===== src/rtl/mips_pkg.sv =====
// Shared definitions for the instruction-memory loader: FSM state encoding
// and the default frame start byte.
// Latency: n/a (types and constants only). Backpressure: n/a.
package mips_pkg;

  typedef enum logic [2:0] {
    IDLE  = 3'd0,
    LEN   = 3'd1,
    DATA  = 3'd2,
    WRITE = 3'd3,
    CHECK = 3'd4,
    DONE  = 3'd5,
    ERR   = 3'd6
  } loadState_t;

  localparam logic [7:0] SYNC_BYTE = 8'hA5;

endpackage


===== src/rtl/im_word_packer.sv =====
// Packs accepted bytes MSB-first into a 32-bit word and keeps the frame's running XOR.
// Latency: a byte is in the word/checksum one edge after shiftEn; lastByte is registered-state decode.
// Backpressure: none of its own; the loader decides when a byte is accepted (shiftEn).
// Ports: Clk/Reset (async active-low); clear restarts byte count and checksum for a new
// frame; shiftEn+byteIn push one byte; word/checksum are the packed state; lastByte
// flags that the next shifted byte completes the current word.
module im_word_packer (
  input  logic        Clk,
  input  logic        Reset,
  input  logic        clear,
  input  logic        shiftEn,
  input  logic [7:0]  byteIn,
  output logic [31:0] word,
  output logic [7:0]  checksum,
  output logic        lastByte
);

  logic [1:0] byteCnt;

  // Word-complete flag: three bytes already held, so the next one finishes the word.
  assign lastByte = (byteCnt == 2'd3);

  always_ff @(posedge Clk or negedge Reset) begin
    if (!Reset) begin
      word     <= '0;
      byteCnt  <= '0;
      checksum <= '0;
    end else if (clear) begin
      // The word register is left alone; it is fully overwritten before its next use.
      byteCnt  <= '0;
      checksum <= '0;
    end else if (shiftEn) begin
      word     <= {word[23:0], byteIn};
      byteCnt  <= byteCnt + 2'd1;
      checksum <= checksum ^ byteIn;
    end
  end

endmodule


===== src/rtl/im_loader.sv =====
// Framed byte-stream loader writing 32-bit big-endian words into instruction memory from address 0.
// Latency: ImWe one cycle after the 4th byte of a word is accepted; 5 cycles per word with ByteValid held.
// Backpressure: ByteReady low during WRITE, DONE and ERR; bytes are consumed only on ByteValid && ByteReady.
// Ports: Clk, Reset (async active-low); ByteIn/ByteValid/ByteReady host byte handshake;
// Restart re-arms from DONE/ERR; ImWe/ImWAdr/ImWData memory write port; CpuHold holds
// the core in reset until a clean load; Done/Error report the last frame's outcome.
module im_loader
  import mips_pkg::*;
#(
  parameter int         DEPTH = 32,
  parameter int         AW    = 5,
  parameter logic [7:0] SYNC  = SYNC_BYTE
) (
  input  logic          Clk,
  input  logic          Reset,
  input  logic [7:0]    ByteIn,
  input  logic          ByteValid,
  output logic          ByteReady,
  input  logic          Restart,
  output logic          ImWe,
  output logic [AW-1:0] ImWAdr,
  output logic [31:0]   ImWData,
  output logic          CpuHold,
  output logic          Done,
  output logic          Error
);

  localparam logic [8:0] DEPTH9 = 9'(DEPTH);

  loadState_t    state, nextState;
  logic          accept;
  logic          packClear;
  logic          packShift;
  logic [AW-1:0] wordCnt;
  logic [AW-1:0] lastIdx;   // N-1, so N==DEPTH still fits in AW bits
  logic [31:0]   packWord;
  logic [7:0]    checksum;
  logic          lastByte;

  im_word_packer uPacker (
    .Clk      (Clk),
    .Reset    (Reset),
    .clear    (packClear),
    .shiftEn  (packShift),
    .byteIn   (ByteIn),
    .word     (packWord),
    .checksum (checksum),
    .lastByte (lastByte)
  );

  // All outputs are decodes of registered state, never of ByteIn/ByteValid.
  assign ByteReady = (state inside {IDLE, LEN, DATA, CHECK});
  assign ImWe      = (state == WRITE);
  assign ImWAdr    = wordCnt;
  assign ImWData   = packWord;
  assign Done      = (state == DONE);
  assign Error     = (state == ERR);
  assign CpuHold   = (state != DONE);
  assign accept    = ByteValid && ByteReady;

  always_ff @(posedge Clk or negedge Reset) begin
    if (!Reset) begin
      state <= IDLE;
    end else begin
      state <= nextState;
    end
  end

  always_comb begin
    nextState = state;
    packClear = 1'b0;
    packShift = 1'b0;
    case (state)
      IDLE: begin
        if (accept && (ByteIn == SYNC)) nextState = LEN;
      end
      LEN: begin
        if (accept) begin
          if ((ByteIn == 8'd0) || ({1'b0, ByteIn} > DEPTH9)) begin
            nextState = ERR;
          end else begin
            nextState = DATA;
            packClear = 1'b1;
          end
        end
      end
      DATA: begin
        if (accept) begin
          packShift = 1'b1;
          if (lastByte) nextState = WRITE;
        end
      end
      WRITE: begin
        nextState = (wordCnt == lastIdx) ? CHECK : DATA;
      end
      CHECK: begin
        if (accept) nextState = (ByteIn == checksum) ? DONE : ERR;
      end
      DONE, ERR: begin
        if (Restart) nextState = IDLE;
      end
      default: nextState = IDLE;
    endcase
  end

  always_ff @(posedge Clk or negedge Reset) begin
    if (!Reset) begin
      wordCnt <= '0;
      lastIdx <= '0;
    end else if (packClear) begin
      wordCnt <= '0;
      lastIdx <= AW'(ByteIn - 8'd1);
    end else if ((state == WRITE) && (wordCnt != lastIdx)) begin
      // The counter stops on the final word instead of stepping past DEPTH-1.
      wordCnt <= wordCnt + AW'(1);
    end
  end

endmodule


===== config.mk =====
export PLATFORM = sky130hd
export DESIGN_NAME = im_loader
export DESIGN_NICKNAME = d
export VERILOG_FILES = /design/src/rtl/mips_pkg.sv /design/src/rtl/im_word_packer.sv /design/src/rtl/im_loader.sv
export SDC_FILE = /design/constraint.sdc
export NUM_CORES = 1
export LEC_CHECK = 0
export BUFFER_PORTS_ARGS = -buffer_cell sky130_fd_sc_hd__buf_2
export CORE_MARGIN = 3
export CORE_UTILIZATION = 44
export CTS_CLUSTER_DIAMETER = 50
export DETAILED_ROUTE_END_ITERATION = 12
export PLACE_DENSITY_LB_ADDON = 0.05
export SYNTH_ARGS = -nofsm -noshare
export SYNTH_HDL_FRONTEND = slang
export SYNTH_SLANG_ARGS = --single-unit

===== constraint.sdc =====
create_clock -name Clk -period 3.6 [get_ports Clk]
set_input_delay 0 -clock Clk [delete_from_list [all_inputs] [get_ports Clk]]
set_output_delay 0 -clock Clk [all_outputs]
set_load 0.01 [all_outputs]

After elaboration in Yosys (flattened, before gate mapping)
Index checks and enable logic that the tools add are counted.
- word-level logic and storage cells: 63
- input port bits: 12
- flip-flop bits (word level): 55
- add/subtract/negate cells: 3
- $lt $le $gt $ge: 1
- reductions and logical operators: 12
- mux-type cells: 21
- equality and inequality tests: 18
- bitwise gates (word level): 2
- operators with widths (kind ; number):
    2-to-1 mux 3 bit ; 8
    one-hot mux 3 bit (6 select lines) ; 1
    2-to-1 mux 8 bit ; 2
    2-to-1 mux 5 bit ; 2
    != test 2 bit (second input constant) ; 5
    equality test 3 bit (second input constant) ; 3
    equality test 8 bit ; 1
    equality test 8 bit (second input constant) ; 1
    greater-than comparator 8 x 6 -> 1 bit (second input constant) ; 1
    logical NOT 8 bit ; 1
    XOR 8 bit ; 1
    equality test 3 x 2 -> 1 bit (second input constant) ; 2
    2-to-1 mux 2 bit ; 3
    AND reduction 6 bit ; 1
    adder 5 x 1 -> 5 bit (second input constant) ; 1
    equality test 5 bit ; 1
    2-to-1 mux 1 bit ; 5
    != test 5 bit ; 1
    subtractor 5 x 1 -> 5 bit (second input constant) ; 1
    nonzero test 2 bit ; 2
    nonzero test 4 bit ; 1
    equality test 3 x 1 -> 1 bit (second input constant) ; 1
    logical AND 1 bit ; 3
    logical NOT 3 bit ; 1
    8 further kinds ; 8

Longest topological paths before layout
- depth in word-level cells: 7
- gate-level depth with buffers: 8
- depth with buffers taken out: 7

Modules after synthesis
Synthesis repeated with hierarchy kept, for this count alone.
- cell total of the unflattened synthesis: 219
- area total of the unflattened synthesis: 2876.5 um2
- by module, submodules not included (module ; times used ; area each (um2) ; seq. area each (um2) ; cells each):
    im_word_packer ; 1 ; 1848.0 ; 1051.0 ; 111
    im_loader ; 1 ; 1028.5 ; 325.3 ; 108

Least setup slack after synthesis
OpenSTA, ideal clock, no wires.
- path kind: flip-flop to flip-flop
- start: register uPacker.checksum[4]
- end: register state[1]
- arrival time: 1.372 ns
- required time: 3.476 ns
- path slack: 2.104 ns
- buffers on the path: 0
- clock period less this slack: 1.496 ns
- stages on the path, launching flop included: 6
- cell sequence: dfrtp_1 -> nor2b_2 -> a2111oi_4 -> nand4_1 -> a32o_1 -> a211o_1
- word-level cells in the longest chain between the ends: 4
- ends and longest elaborated chain (element ; line ; text):
    start, declared ; im_word_packer.sv:14 ; output logic [7:0] checksum,
    start signal, assigned ; im_word_packer.sv:35 ; checksum <= checksum ^ byteIn;
    equality test 8 bit ; im_loader.sv:97 ; if (accept) nextState = (ByteIn == checksum) ? DONE : ERR;
    2-to-1 mux 2 bit ; im_loader.sv:97 ;
    2-to-1 mux 3 bit ; im_loader.sv:97 ;
    one-hot mux 3 bit (6 select lines) ; im_loader.sv:73 ; case (state)
    end signal, assigned ; im_loader.sv:65 ; state <= nextState;
    end, declared ; im_loader.sv:30 ; loadState_t state, nextState;
Every way passes these cells. The select of a mux whose other input is x is not followed.
A chain may end at the register's enable or synchronous reset.

Worst setup path in the final report
- start: register state[2]
- end: register uPacker.checksum[2]
- word-level cells in the longest chain between the ends: 6
- elaborated cells between the ends (all ways): 12
- those cells by class: eq/ne: 3; mux: 5; reduce/logical: 4
- ends and longest elaborated chain (element ; line ; text):
    equality test 3 x 1 -> 1 bit (tied with other cells) ; im_loader.sv:52, im_loader.sv:73 ;
    nonzero test 4 bit ; im_loader.sv:52 ; assign ByteReady = (state inside {IDLE, LEN, DATA, CHECK});
    logical AND 1 bit ; im_loader.sv:59 ; assign accept = ByteValid && ByteReady;
    2-to-1 mux 1 bit, on equally long branches ; im_loader.sv:78, im_loader.sv:88 ;
    2-to-1 mux 1 bit ; im_loader.sv:73 ;
    2-to-1 mux 8 bit / nonzero test 2 bit (equally long branches) ; - ;
Several ways; a longest one is shown, not always the timed one.

==> flow_summary.toml <==
[worst_setup_path]
startpoint = "state[2]"
cp_slowest_cell = "and4_1"
cp-end-kind = "register"
slowest_delay_ps = 670
worstSetupPathType = "reg -> reg"
crit_required_ps = 3850
path_max_fanout = 21
critPathLaunchType = "register"
rr_worst_depth = 5
crit_chain = "inv_1, and4_1, buf_4, o21ai_0, nand2_1"
worstReg2RegStart = "state[2]"
crit_arrival_ps = 2260
cp-endpoint = "uPacker.checksum[2]"
r2r-end = "uPacker.checksum[2]"
r2r_slack_ps = 1590

[cells_and_area]
utilization_pct = 54.68
nNetsFinal = 365
layout-drive-gt1-share_pct = 20.57
diodes = 0
area_growth_syn_to_layout_pct = 16.70

[logic_synthesis]
synth.distinct_cells = 43
synth_nets = 313
postSynth.asyncResetShare_pct = 100.0
yosysSeqAreaShare_pct = 51.45
ys_seq_elements = 55
synthesis.area_mm2 = 0.002675
synth_edf_count = 0
avgSynthCellArea_um2 = 9.007
ys_warn_count = 0
synth_flop_cell = "dfrtp_1"
synth_cells = 297

[route]
ant_nets = 0
vias = 2126
first_pass_iters = 4
wirelength_um = 5691
drt_iter0_drc = 96
drc = 0
via_per_inst = 5.038
post_drt_wl_per_cell_um = 13.49

[place]
port_buffers = 53
gp_congestion = 0.8215
hpwlAfterDp_um = 3983

[power]
p_per_area_mw_per_mm2 = 795.1
p_leak_nw = 1.642
peakVddDrop_uv = 354.7

[grt]
antenna_found_initial = 0
grt_pass1_wl_um = 9660
grt_remaining_overflow = 0
grt_max_degree = 45
grt_pass1_vias = 1978
grt_usage_pct = 16.89

[timing]
fmax_mhz = 497.2
period_share_pct = 55.86
setup_tns_ps = 0
skew_ps = 10.86
hold_viol = 0
max_slew.worst_pin.slew_ps = 671.1
min_period_ps = 2011
rsz0062_at_grt = "false"
setup_viol = 0
slew_headroom_pct = 55.26
finalMaxSlewViolations = 0

[clocking]
h-tree-depth = 2
clockBufferDepth = 2
post-cts-setup-buffers = 0
cts_sinks = 55
cts_root_buf = "clkbuf_8"
cts_made_buffers = 5
cts_tree = "yes"
clk_pin_slew_ps = 100
clk_latency_ps = 320

[floorplanning]
die_h_um = 83.97
core.rowCount = 27
die_w_um = 83.97
num_io_pins = 54
start_util_pct = 46.86
core-area_mm2 = 0.005709
die_area_mm2 = 0.007051

[min_path]
min_path_type = "in -> reg"

[run_status]
outcome = "finished, final reports clean"

[flow_run]
maxCapViolations = 0
[how the worst min path moves through the flow]
stage	start	to	slack (ps)	depth (start not counted)
2_1_floorplan	Reset	ImWAdr[0]	-300	0
3_3_place_gp	Reset	ImWAdr[3]	-9	1
3_5_place_dp	Reset	ImWAdr[3]	-10	1
4_1_cts	ByteIn[3]	uPacker.word[3]	10	3
5_1_grt	ByteIn[3]	uPacker.word[3]	10	3
6_report	ByteIn[2]	uPacker.word[2]	20	3
[through the flow]
step           hold WS (ps)  cells  instance area [um2]  setup slack (ps)  total power, mW
6_report              18.01    422                 3122              1589            2.482
5_1_grt               11.94    422                 3122              1355            2.703
4_1_cts               13.18    422                 3122              1595            2.517
3_5_place_dp         -11.94    409                 2973              1628            2.143
3_3_place_gp         -9.370    409                 2973              1683            2.119
2_1_floorplan        -295.6    297                 2675              2104            1.780
[what timing repair did]
item / 4_1_cts / 5_1_grt
gates resized for setup: 0 / 0
hold buffers: 5 / 0
hold endpoints to repair: 25 / 0
[layout by cell type, fill, tap and decap left out, drive strengths merged, types with 3 or more instances in the layout]
| cell | synthesis | final |
|---|---|---|
| nand2 | 120 | 120 |
| buf | 9 | 56 |
| dfrtp | 55 | 55 |
| o21ai | 19 | 19 |
| nor2 | 11 | 11 |
| nor2b | 8 | 8 |
| xor2 | 7 | 7 |
| nor3 | 6 | 6 |
| clkbuf | 7 | 6 |
| inv | 6 | 6 |
| xnor2 | 5 | 5 |
| mux2i | 5 | 5 |
| dlygate4sd3 | 0 | 5 |
| nand4 | 4 | 4 |
| ha | 4 | 4 |
| nor4b | 4 | 4 |
| nand3b | 3 | 3 |
[flip-flops by register name, summed over array words and instances, names as in the netlist]
name,flops
uPacker.word,32
uPacker.checksum,8
ImWAdr,5
lastIdx,5
state,3
uPacker.byteCnt,2
[routing by layer]
| metal | wire [um] | global-route usage [%] |
|---|---|---|
| met2 | 2571 | 26.46 |
| met1 | 2782 | 23.07 |
| met3 | 298 | 4.738 |
| met4 | 40 | 4.386 |
| met5 | 0 | 0 |
[cells by family (layout without fill, tap and decap cells)]
| logic type | Yosys count | after routing | synth area share, % |
|---|---|---|---|
| XOR/XNOR | 12 | 12 | 3.929 |
| AND/OR/NAND/NOR | 165 | 165 | 27.64 |
| buffers and inverters | 22 | 75 | 3.835 |
| adder cells (fa/ha/maj) | 4 | 4 | 1.871 |
| flip-flops | 55 | 55 | 51.45 |
| multiplexers | 6 | 6 | 2.432 |
| AO/OA/AOI/OAI | 33 | 33 | 8.841 |
[worst max-delay path: cells and delay by family (launching register included)]
kind                   cells  cell delay [ps]
buffers and inverters      2              590
DFF                        1              510
and+or+nand+nor            2              740
AOI/OAI and AO/OA          1              120
[Yosys cell counts, drive strengths merged, types with 3 or more instances]
library cell    n  area [um2]
inv             6       22.52
nor2b           8       52.55
nand4           4       25.02
nor4b           4       50.05
buf             9       53.80
o21ai          19       95.09
clkbuf          7       26.28
ha              4       50.05
mux2i           5       50.05
nor3            6       30.03
xor2            7       61.31
nand2         120       457.9
nand3b          3       22.52
xnor2           5       43.79
dfrtp          55        1376
nor2           11       41.29
[area by class of cell]
type                       instances  area (um2)
fill                             557        2587
sequential                        55        1376
multi-input combinational        220        1196
timing repair buffer              61       337.8
tap                               72       90.09
clock buffer                       6       82.58
inverter                           6       22.52
clock inverter                     2       16.27
[where the power goes]
group | leakage [nW] | internal, mW | switching, mW
combinational | 0.897 | 0.424 | 0.594
clock | 0.0474 | 0.158 | 0.212
sequential | 0.698 | 0.866 | 0.229
total | 1.64 | 1.45 | 1.03
Note: power is estimated with default switching activity, not from simulation.
